[src/rtl/alu_pkg.sv]
// alu_pkg: shared types and helpers for the ALU shift/rotate datapath.
//
// Contents:
//   shift_op_t      - 3-bit operation code: RL, RLC, RR, RRC, SLA, SRA, SRL, SWAP
//   shift_state_t   - sequencer states of alu_shift_seq
//   shift_dir_left  - 1 for operations that move data towards the MSB
//
// Configuration macro: ALU_SHIFT_SWAP_EN (used by alu_shift_step and
// alu_shift_seq; this package is identical in both builds).
package alu_pkg;

    typedef enum logic [2:0] {
        RL   = 3'd0,
        RLC  = 3'd1,
        RR   = 3'd2,
        RRC  = 3'd3,
        SLA  = 3'd4,
        SRA  = 3'd5,
        SRL  = 3'd6,
        SWAP = 3'd7
    } shift_op_t;

    typedef enum logic {
        IDLE  = 1'b0,
        SHIFT = 1'b1
    } shift_state_t;

    // Left-moving operations push the MSB into carry; everything else
    // (including SWAP, which never reads the result) uses the LSB.
    function automatic logic shift_dir_left(input shift_op_t op);
        return (op == RL) || (op == RLC) || (op == SLA);
    endfunction

endpackage

[src/rtl/alu_shift_step.sv]
// alu_shift_step: purely combinational single bit-step of the shift unit.
//
// Parameters:
//   WIDTH   data width (even, >= 2)
// Ports:
//   op      in  shift_op_t  operation to apply
//   d       in  WIDTH       current data value
//   c       in  1           current carry value
//   d_next  out WIDTH       data after one step
//   c_next  out 1           carry after one step
//
// Configuration macro: ALU_SHIFT_SWAP_EN
//   defined   - SWAP exchanges the two halves and clears carry
//   undefined - SWAP behaves like any unrecognised code: d and c unchanged,
//               and no half-swap multiplexer is built
module alu_shift_step
    import alu_pkg::*;
#(
    parameter int WIDTH = 8
) (
    input  shift_op_t        op,
    input  logic [WIDTH-1:0] d,
    input  logic             c,
    output logic [WIDTH-1:0] d_next,
    output logic             c_next
);

`ifdef ALU_SHIFT_SWAP_EN
    localparam int HALF = WIDTH / 2;
`endif

    logic out_bit;

    // Every shifting operation moves exactly one data end-bit into carry,
    // so pick it once from the direction and share it across the cases.
    always_comb begin
        d_next  = d;
        c_next  = c;
        out_bit = shift_dir_left(op) ? d[WIDTH-1] : d[0];
        case (op)
            RL: begin
                d_next = {d[WIDTH-2:0], c};
                c_next = out_bit;
            end
            RLC: begin
                d_next = {d[WIDTH-2:0], d[WIDTH-1]};
                c_next = out_bit;
            end
            RR: begin
                d_next = {c, d[WIDTH-1:1]};
                c_next = out_bit;
            end
            RRC: begin
                d_next = {d[0], d[WIDTH-1:1]};
                c_next = out_bit;
            end
            SLA: begin
                d_next = {d[WIDTH-2:0], 1'b0};
                c_next = out_bit;
            end
            SRA: begin
                d_next = {d[WIDTH-1], d[WIDTH-1:1]};
                c_next = out_bit;
            end
            SRL: begin
                d_next = {1'b0, d[WIDTH-1:1]};
                c_next = out_bit;
            end
`ifdef ALU_SHIFT_SWAP_EN
            SWAP: begin
                d_next = {d[HALF-1:0], d[WIDTH-1:HALF]};
                c_next = 1'b0;
            end
`endif
            default: begin
            end
        endcase
    end

endmodule

[src/rtl/alu_shift_seq.sv]
// alu_shift_seq: sequential shift/rotate unit, one bit-step per clock,
// driven by the ALU control sequencer through start/busy/done.
//
// Parameters:
//   WIDTH   data width (even, >= 2), default 8
//   CNT_W   width of the step count, default 4
// Ports:
//   clk          in  1      clock, rising edge
//   nreset       in  1      asynchronous active-low reset
//   start        in  1      request, sampled on the rising edge
//   op           in  3      shift_op_t operation
//   src          in  WIDTH  operand, sampled with start
//   cin          in  1      carry-in, sampled with start
//   count        in  CNT_W  number of bit-steps (ignored for SWAP)
//   shift_early  out 1      combinational: bit the first step of the
//                           presented request moves into carry
//   busy         out 1      operation in progress, including the done cycle
//   done         out 1      one-cycle pulse, result/cout/zero valid
//   result       out WIDTH  shifted value (held until the next start)
//   cout         out 1      final carry (held until the next start)
//   zero         out 1      result == 0
//
// Configuration macro: ALU_SHIFT_SWAP_EN
//   defined   - SWAP runs as a single half-exchange step
//   undefined - SWAP completes as a zero-step pass-through
module alu_shift_seq
    import alu_pkg::*;
#(
    parameter int WIDTH = 8,
    parameter int CNT_W = 4
) (
    input  logic             clk,
    input  logic             nreset,
    input  logic             start,
    input  shift_op_t        op,
    input  logic [WIDTH-1:0] src,
    input  logic             cin,
    input  logic [CNT_W-1:0] count,
    output logic             shift_early,
    output logic             busy,
    output logic             done,
    output logic [WIDTH-1:0] result,
    output logic             cout,
    output logic             zero
);

    shift_state_t     state_q, state_d;
    shift_op_t        op_q, op_d;
    logic [WIDTH-1:0] data_q, data_d;
    logic             carry_q, carry_d;
    logic [CNT_W-1:0] rem_q, rem_d;

    logic             load_ok;
    shift_op_t        unit_op;
    logic [WIDTH-1:0] unit_d;
    logic             unit_c;
    logic [WIDTH-1:0] step_d;
    logic             step_c;
    logic [CNT_W-1:0] load_rem;

    // A request can only be taken while idle or in the done cycle; in both
    // the registers are not stepping, so the single step unit is lent to
    // the incoming operand to produce shift_early. Feeding carry 0 makes
    // SWAP (and pass-through codes) report 0.
    assign load_ok = (state_q == IDLE) || (rem_q == '0);
    assign unit_op = load_ok ? op  : op_q;
    assign unit_d  = load_ok ? src : data_q;
    assign unit_c  = load_ok ? 1'b0 : carry_q;

    alu_shift_step #(
        .WIDTH (WIDTH)
    ) u_step (
        .op     (unit_op),
        .d      (unit_d),
        .c      (unit_c),
        .d_next (step_d),
        .c_next (step_c)
    );

    assign shift_early = step_c;

    // Steps to run for the presented request. SWAP is a fixed single step
    // when built in; otherwise it completes with no step at all.
    always_comb begin
        load_rem = count;
        if (op == SWAP) begin
`ifdef ALU_SHIFT_SWAP_EN
            load_rem = CNT_W'(1);
`else
            load_rem = '0;
`endif
        end
    end

    // Next-state logic: the done cycle doubles as a load slot so the
    // sequencer can issue back-to-back operations without an idle gap.
    always_comb begin
        state_d = state_q;
        op_d    = op_q;
        data_d  = data_q;
        carry_d = carry_q;
        rem_d   = rem_q;
        case (state_q)
            IDLE: begin
                if (start) begin
                    state_d = SHIFT;
                    op_d    = op;
                    data_d  = src;
                    carry_d = cin;
                    rem_d   = load_rem;
                end
            end
            SHIFT: begin
                if (rem_q != '0) begin
                    data_d  = step_d;
                    carry_d = step_c;
                    rem_d   = rem_q - CNT_W'(1);
                end else if (start) begin
                    op_d    = op;
                    data_d  = src;
                    carry_d = cin;
                    rem_d   = load_rem;
                end else begin
                    state_d = IDLE;
                end
            end
            default: state_d = IDLE;
        endcase
    end

    always_ff @(posedge clk or negedge nreset) begin
        if (!nreset) begin
            state_q <= IDLE;
            op_q    <= RL;
            data_q  <= '0;
            carry_q <= 1'b0;
            rem_q   <= '0;
        end else begin
            state_q <= state_d;
            op_q    <= op_d;
            data_q  <= data_d;
            carry_q <= carry_d;
            rem_q   <= rem_d;
        end
    end

    assign busy   = (state_q == SHIFT);
    assign done   = (state_q == SHIFT) && (rem_q == '0);
    assign result = data_q;
    assign cout   = carry_q;
    assign zero   = (data_q == '0);

endmodule

[config.mk]
export PLATFORM = sky130hd
export DESIGN_NAME = alu_shift_seq
export DESIGN_NICKNAME = d
export VERILOG_FILES = /design/src/rtl/alu_pkg.sv /design/src/rtl/alu_shift_step.sv /design/src/rtl/alu_shift_seq.sv
export SDC_FILE = /design/constraint.sdc
export NUM_CORES = 1
export LEC_CHECK = 0
export CORE_UTILIZATION = 51
export DETAILED_ROUTE_END_ITERATION = 10
export GPL_ROUTABILITY_DRIVEN = 0
export PLACE_DENSITY = 0.84
export SYNTH_ARGS = -nofsm -noshare
export SYNTH_HDL_FRONTEND = slang
export SYNTH_SLANG_ARGS = --single-unit
[constraint.sdc]
create_clock -name clk -period 2.7 [get_ports clk]
set_input_delay 0.54 -clock clk [delete_from_list [all_inputs] [get_ports clk]]
set_output_delay 0.54 -clock clk [all_outputs]
set_load 0.05 [all_outputs]
Word-level counts from Yosys, hierarchy flattened
Cells that the tools add are included.
- register bits: 17
- bits of input ports: 19
- output and inout bits: 13
- word-level logic and storage cells: 46
- add/sub/neg operators: 1
- equal/unequal tests: 8
- reductions and logical operators: 9
- muxes and demuxes: 22
- bitwise gates (word level): 1
- operator list (operator ; number):
    8-bit one-hot mux with 7 select lines ; 1
    8-bit two-way mux ; 3
    8-bit one-hot mux with 2 select lines ; 1
    3-bit equality test, second input constant ; 4
    4-bit two-way mux ; 3
    3-bit two-way mux ; 3
    8-bit logical NOT ; 1
    4-bit one-hot mux with 2 select lines ; 1
    1-bit two-way mux ; 7
    7-bit OR reduction ; 1
    3-bit by 2-bit equality test with 1-bit output, second input constant ; 2
    3-bit one-hot mux with 2 select lines ; 1
    4-bit logical NOT ; 1
    1-bit one-hot mux with 2 select lines ; 2
    4-bit nonzero test ; 1
    4-bit by 1-bit subtractor with 4-bit output, second input constant ; 1
    3-bit by 1-bit equality test with 1-bit output, second input constant ; 1
    3-bit logical NOT ; 1
    1-bit logical OR ; 3
    2-bit inequality test, second input constant ; 1
    1-bit logical AND ; 1
    1-bit inverter ; 1

Logic depth before layout (Yosys ltp)
Gate-level depths: netlist of the first run.
- depth after elaboration: 10
- depth in mapped cells: 7
- depth with buffers taken out: 7

By module
From an unflattened synthesis of the first run, not the netlist that was laid out.
- cells, all modules: 146
- area total of the unflattened synthesis: 1388.8 sq um
- by module, submodules not included (module ; seq. area each (sq um) ; instances ; area an instance (sq um) ; cells each):
    alu_shift_seq ; 425.4 ; 1 ; 1067.3 ; 102
    alu_shift_step ; 0.0 ; 1 ; 321.6 ; 44

Worst setup path before layout of the first run
OpenSTA, ideal clock, no wires.
- path type: flip-flop to output port
- from: reg state_q, in the netlist busy
- to: out shift_early
- cell stages (with the launch flop): 6
- buffers on the path: 2
- setup slack: -39 ps
- data arrival time: 2199 ps
- data required time: 2160 ps
- cell sequence: dfrtp_1 > buf_2 > inv_2 > nor2_1 > buf_2 > a2bb2oi_1
- word-level cells in the longest chain between the ends: 8
- elaborated cells on any way between the ends: 17
- those cells by class: eq/ne (6); mux (5); bitwise (1); reduce/logical (5)
- ends and longest elaborated chain (element ; RTL line ; text):
    from (decl) ; alu_shift_seq.sv:47 ; shift_state_t state_q, state_d;
    from (signal assigned) ; alu_shift_seq.sv:139 ; state_q <= state_d;
    1-bit inverter * ; n/a ;
    1-bit logical OR * ; alu_shift_seq.sv:65 ; assign load_ok = (state_q == IDLE) || (rem_q == '0);
    3-bit two-way mux ; alu_shift_seq.sv:66 ; assign unit_op = load_ok ? op : op_q;
    3-bit by 1-bit equality test with 1-bit output or 3-bit logical NOT (tied branches) ; alu_pkg.sv:31, alu_shift_step.sv:40 ;
    1-bit logical OR (2 in series) ; alu_pkg.sv:31 ; return (op == RL) || (op == RLC) || (op == SLA);
    1-bit two-way mux ; alu_shift_step.sv:39 ; out_bit = shift_dir_left(op) ? d[WIDTH-1] : d[0];
    1-bit two-way mux * ; alu_shift_step.sv:40 ; case (op)
    to (decl) ; alu_shift_seq.sv:39 ; output logic shift_early,
Mark *: on every way between the ends. The rest lies on a longest branch, timed or not.

Worst setup path after layout of the first run
- from: reg rem_q[0]
- to: out shift_early
- word-level cells in the longest chain between the ends: 8
- elaborated cells on any way between the ends: 17
- those cells by class: eq/ne (6); mux (5); reduce/logical (6)
- ends and longest elaborated chain (element ; RTL line ; text):
    from (decl) ; alu_shift_seq.sv:51 ; logic [CNT_W-1:0] rem_q, rem_d;
    from (signal assigned) ; alu_shift_seq.sv:143 ; rem_q <= rem_d;
    4-bit logical NOT * ; alu_shift_seq.sv:65 ;
    1-bit logical OR * ; alu_shift_seq.sv:65 ;
    3-bit two-way mux ; alu_shift_seq.sv:66 ;
    3-bit by 1-bit equality test with 1-bit output or 3-bit logical NOT (tied branches) ; alu_pkg.sv:31, alu_shift_step.sv:40 ;
    1-bit logical OR (2 in series) ; alu_pkg.sv:31 ;
    1-bit two-way mux ; alu_shift_step.sv:39 ;
    1-bit two-way mux * ; alu_shift_step.sv:40 ;
Marks and branches as above.

==> impl_results.md, run 1 <==
- Root Buffer: clkbuf_4
- Crit share post-route: 95.85%
- DR WL/cell: between 15 and 20 µm
- Most Used Layer, Global Route: met2
- Clock Pin Slew Worst Setup and Hold Paths: 0.11 ns
- Met3 Use GR: about 3.0%
- Final setup vio count: 0
- RSZ-0062 raised after global routing: false
- DRC: 0
- Post-route ant nets: 0
- Synth warn: 0
- Total power: 2.307 mW
- CTS tree: built
- Hold_buf cts: 0
- Crit path capture type: output port
- Grt ovf: 0
- I/O Pins: 32
- Fmax: 386.4 MHz
- Met2 global-route usage: 46.44%
- # nets final: 187
- Layout cell share with drive strength beyond 1: 15.06%
- Power share of the clock group: 6.4%
- H-Tree Depth: 1
- Register area share after synthesis: 35.53%
- P&R area growth vs syn: 31.77%
- Area occupied by multi-input gates: 723.2 µm²
- LEAKAGE: 0.6642 nW
- Port buffer count: 31
- Die X: 50.46 µm
- 1st-pass router iterations: 4
- VDD IR max: 0.9292 mV
- Slew headroom: between 40% and 50%
- Syn Nets: 155
- Hold Vio Cnt, Final: 0
- # diodes: 0
- Storage element area: approximately 430 µm²
- Register share of total power: 27.3%
- # rows: 17
- Fill count: 188
- Largest net degree at the start of global routing: 18
- Outcome: finished, final reports clean
- Most common cell after layout, fill and taps aside: clkdlybuf4s50_1
- Worst hold path class: reg2reg
- First-pass GRT wire length: 5354 µm
- Cell count after synthesis: around 140
- Arrival @ worst endpoint: 2.05 ns
- Switch Pwr: 1.200 mW
- Post-synth EDFFs: 0
- Routed wire length: 3327 µm
- Worst Setup Slack, final: 0.1121 ns
- Clk_skew: 0.006373 ns
- Crit-path max FO: 5
- Setup_tns: 0 ns
- Crit path required time: 2.16 ns
- DR vias: 1238
- Register bit total from synthesis: 17
- Initial antenna violation count: 0
- Final core utilization: 71.32%
- Die area: approximately 0.0025 mm²
- Clock Sinks: 17
- Final HPWL DP: about 2400 µm
- Cell Pwr Density: 1462 mW/mm²
- Setup crit start kind: flip-flop
- Vias per inst: approximately 6.4
- CTS buffer count: 3
- P_int: 1.107 mW
- Clock latency on the worst-skew pair: around 0.30 ns
- Mapped cell area: 0.001197 mm²
- Async set-or-reset flop fraction in the synthesized netlist: 100.0%
- Yosys cell types: about 50
- Final std cells w/o fill: 194
- Total of max-cap violations: 0
- Synth Area per Inst: 8.870 µm²
- Clock buffer depth: 2
- Starting Density: 54.13%
- # placed instances: roughly 190
- Crit path kind: reg2out
- Worst-Margin Slew: between 0.7 and 0.8 ns
- Iter 0 DRT Violations: 79
- Met1 GRT Util: between 30% and 40%
- Switching share of power: 52.01%
- Vias in the first global route: 1129
- Chip height: 50.46 µm
- Ys flop type: dfrtp_1
- Overall global routing resource usage: 28.13%
- Final max-slew violation count: 0
- Combinational Power Share: 66.3%
- Most frequent cells in the layout: clkdlybuf4s50_1 (28), dfrtp_1 (16), a21oi_1 (12), nand2_1 (11)
- Minimum clock period: between 2 and 3 ns
- Place WS: 0.2784 ns
- Core ar.: 0.002212 mm²
==> cell families after synthesis <==
family          after synthesis  synth area share, %
compound gates               53                31.77
simple gates                 40                18.39
flops                        17                35.53
buf+inv                      16                6.478
mux                           7                6.061
xor+xnor                      1               0.7316
fa+ha+maj                     1                1.045
==> state kept, by name (all words and copies together), names as in the netlist <==
name and flops:
result 8, busy 1, cout 1, op_q 3
rem_q 4
==> layout make-up <==
class                           count  share of cell area, %
Tap cell                           28                  2.220
Clock buffer                        4                  1.665
Sequential cell                    17                  27.04
Timing Repair Buffer               35                  21.33
Inverter                            8                  1.903
Multi-Input combinational cell    102                  45.84
==> path summary, 6_finish.rpt <==
path,startpoint,to,slack [ns],cells after the start
min in group asynchronous,nreset,rem_q[3],0.69,1
max in group asynchronous,nreset,op_q[1],1.48,1
min reg2reg,rem_q[0],rem_q[0],0.60,2
max reg2reg,rem_q[0],result[6],0.58,6
max,rem_q[0],shift_early,0.11,7
min,rem_q[0],rem_q[0],0.60,2
==> metrics by stage <==
stage | cell area, µm² | hold slack [ns]
2_1_floorplan | 1204 | 0.2444
3_3_place_gp | 1516 | 0.4729
3_5_place_dp | 1516 | 0.5013
4_1_cts | 1543 | 0.5139
5_1_grt | 1578 | 0.6262
6_report | 1578 | 0.6006
==> synthesized netlist by cell type (3+ instances only) <==
master / number / area [µm²]
a211oi_1: 4 / 30.03
a21oi_1: 13 / 65.06
a221o_1: 4 / 40.04
a31oi_1: 3 / 18.77
and3_1: 4 / 25.02
buf_2: 5 / 25.02
dfrtp_1: 17 / 425.4
inv_1: 6 / 22.52
mux2i_1: 5 / 50.05
nand2_1: 11 / 41.29
nand3_1: 3 / 15.01
nor2_1: 6 / 22.52
nor3_1: 4 / 20.02
o21ai_1: 3 / 15.01
o22ai_1: 3 / 18.77
==> power by group through the flow <==
stage | combinational (mW) | sequential [mW] | clock [mW]
3_3_place_gp | 1.43 | 0.612 | 0
3_5_place_dp | 1.46 | 0.619 | 0
4_1_cts | 1.47 | 0.615 | 0.143
5_1_grt | 1.65 | 0.654 | 0.153
2_1_floorplan | 0.923 | 0.763 | 0
6_report | 1.53 | 0.630 | 0.147
==> routing by layer <==
| layer | vias to the layer above | part of all wire (%) |
|---|---|---|
| li1 | 583 | - |
| met1 | 583 | 43 |
| met2 | 68 | 48 |
| met3 | 4 | 7.5 |
| met4 | 0 | 0.93 |
| met5 | - | 0 |
==> worst max-delay path: stages (launching register included) <==
cell	delay [ns]
dfrtp_1	0.42
inv_1	0.10
ha_4	0.16
or3b_4	0.42
a21oi_2	0.16
o22ai_2	0.12
a2bb2oi_2	0.18
buf_6	0.17
==> repair_timing <==
action | CTS | global route
buffers inserted | 0 | 1
gates resized for setup | 0 | 6
endpoints found under the setup margin | 0 | 1
No activity file was read; power rests on OpenSTA's default activity.
==> inputs of run 2 (changes only) <==
--- a/config.mk
+++ b/config.mk
@@ -5,9 +5,11 @@
 export SDC_FILE = /design/constraint.sdc
 export NUM_CORES = 1
 export LEC_CHECK = 0
+export CAP_MARGIN = 20
 export CORE_UTILIZATION = 51
 export DETAILED_ROUTE_END_ITERATION = 10
 export GPL_ROUTABILITY_DRIVEN = 0
+export MAX_ROUTING_LAYER = met4
 export PLACE_DENSITY = 0.84
 export SYNTH_ARGS = -nofsm -noshare
 export SYNTH_HDL_FRONTEND = slang
==> run 2 against run 1 <==
Effect of this change: register-to-register slack about the same; cell area unchanged; setup slack better by 0.011 ns; first-iteration DRC count up 10%; clock skew down 0.0038 ns; cell count unchanged; fmax up 0.44%; routed wire length down 0.54%; hold slack worse by 0.0032 ns; core utilization unchanged; largest cell class unchanged.
==> impl_results.md, run 2 (synthesis gave the netlist of run 1 again) <==
- Outcome: finished, final reports clean
- CP bufs+invs: 2
- Clock latency on the worst-skew pair: 0.29 ns
- Clock Sinks: 17
- Post-layout instance area: 0.001578 mm²
- Vias per inst: 6.490
- Total of max-cap violations: 0
- Final HPWL DP: 2363 µm
- P&R area growth vs syn: 31.77%
- Arrival @ worst endpoint: just over 2 ns
- Critical Path Slowest Stage Cell: dfrtp_1
- Initial antenna violation count: 0
- P_int: 1.107 mW
- Setup_tns: 0 ns
- CTS tree: built
- Register-to-register setup slack: 0.59 ns
- Max incr delay on CP: 0.42 ns
- Register share of total power: ~27%
- Final core utilization: a little under three quarters
- Combinational Power Share: 66.4%
- First-pass GRT wire length: between 5000 and 6000 µm
- Setup crit start kind: flip-flop
- Worst-Margin Slew: 0.7843 ns
- Port buffer count: 31
- # rows: 17
- CTS buffer count: 3
- Vias in the first global route: between 1000 and 1500
- Final setup vio count: 0
- Root Buffer: clkbuf_4
- DR WL/cell: roughly 17 µm
- Grt ovf: 0
- Power share of the clock group: 6.2%
- Clock buffer depth: 2
- Clock Pin Slew Worst Setup and Hold Paths: 0.11 ns
- Final max-slew violation count: 0
- DRC: 0
- Minimum clock period: 2.577 ns
- Hold Vio Cnt, Final: 0
- DR vias: 1259
- Starting Density: 54.13%
- Crit path kind: reg2out
- VDD IR max: 0.9279 mV
- Slew headroom: roughly 48%
- DP Area: 0.001516 mm²
- Crit path capture type: output port
- # diodes: 0
- Core ar.: 0.002212 mm²
- Crit path required time: between 2 and 2.5 ns
- Clk_skew: 0.002614 ns
- Fmax: 388.1 MHz
- LEAKAGE: about 0.66 nW
- Most frequent cells in the layout: clkdlybuf4s50_1 (28), dfrtp_1 (16), a21oi_1 (12), nand2_1 (11)
- Worst hold path class: reg2reg
- I/O Pins: 32
- Largest net degree at the start of global routing: 18
- Most common cell after layout, fill and taps aside: clkdlybuf4s50_1
- Die area: 0.002546 mm²
- Cell family with most CP delay: compound AO/OA/AOI/OAI gates
- RSZ-0062 raised after global routing: false
- Layout cell share with drive strength beyond 1: 15.06%
- H-Tree Depth: 1
- Routed wire length: 3309 µm
- Total power: 2.301 mW
- Switching share of power: 51.88%
- 1st-pass router iterations: 4
- Overall global routing resource usage: between 20% and 30%
- Chip height: 50.46 µm
- Switch Pwr: about 1.2 mW
- Crit-path max FO: 5
- Die X: 50.46 µm
- Crit share post-route: a little over nine tenths
- Iter 0 DRT Violations: 87
- Largest register FFs: 8
- Post-route ant nets: 0
- Crit-path cells: inv_1, ha_4, or3b_4, a21oi_2, o22ai_2, a2bb2oi_2, buf_6
- # nets final: 187
- Cell Pwr Density: 1458 mW/mm²
run 2: cell counts in the layout (fill, tap and decap cells not counted):
No cell type changed its count.
run 2: per-layer routing:
metal	GRT usage [%]	routed length, µm	vias to the layer above
li1	-	-	583
met1	38.78	1409	591
met2	46.44	1603	79
met3	3.030	259	6
met4	8.333	36	0
met5	-	0	-
run 2: final timing paths:
path	start	to	cells past startpoint
worst max register to register	rem_q[0]	result[6]	6
worst min register to register	rem_q[0]	rem_q[0]	2
max in group asynchronous	nreset	op_q[1]	1
worst max-delay path	rem_q[0]	shift_early	7
min in group asynchronous	nreset	result[2]	1
worst min-delay path	rem_q[0]	rem_q[0]	2
run 2: stage by stage:
stage	hold WS, ns	worst slack (ns)	cells
after floorplan	0.2444	0.3216	135
after global placement	0.4729	0.4108	189
after detailed placement	0.5013	0.2784	189
after CTS	0.5139	0.02516	193
after global routing	0.6262	0.005262	194
final	0.5974	0.1235	194
run 2: area by class of cell:
type	count	area (µm²)
multi-input cells	102	723.2
well taps	28	35.03
fillers	188	634.4
inverters	8	30.03
clock buffers	4	26.28
flip-flops and latches	17	426.7
repair buffers	35	336.6
run 2: power groups by stage:
stage / registers (mW) / clock network (mW) / logic, mW
finish: 0.631 / 0.142 / 1.53
global route: 0.654 / 0.153 / 1.65
CTS: 0.615 / 0.143 / 1.47
detailed placement: 0.619 / 0 / 1.46
global placement: 0.612 / 0 / 1.43
floorplan: 0.763 / 0 / 0.923
run 2: what timing repair did:
| item | in CTS | in global routing |
|---|---|---|
| gates resized for setup | 0 | 6 |
| setup buffers | 0 | 1 |
| endpoints found under the setup margin | 0 | 1 |
| hold buffers | 0 | 0 |
run 2: tightest hold or removal path, cell delays in order (launching register included):
cell and delay, ns:
dfrtp_1 0.40, buf_4 0.12, a21oi_1 0.05
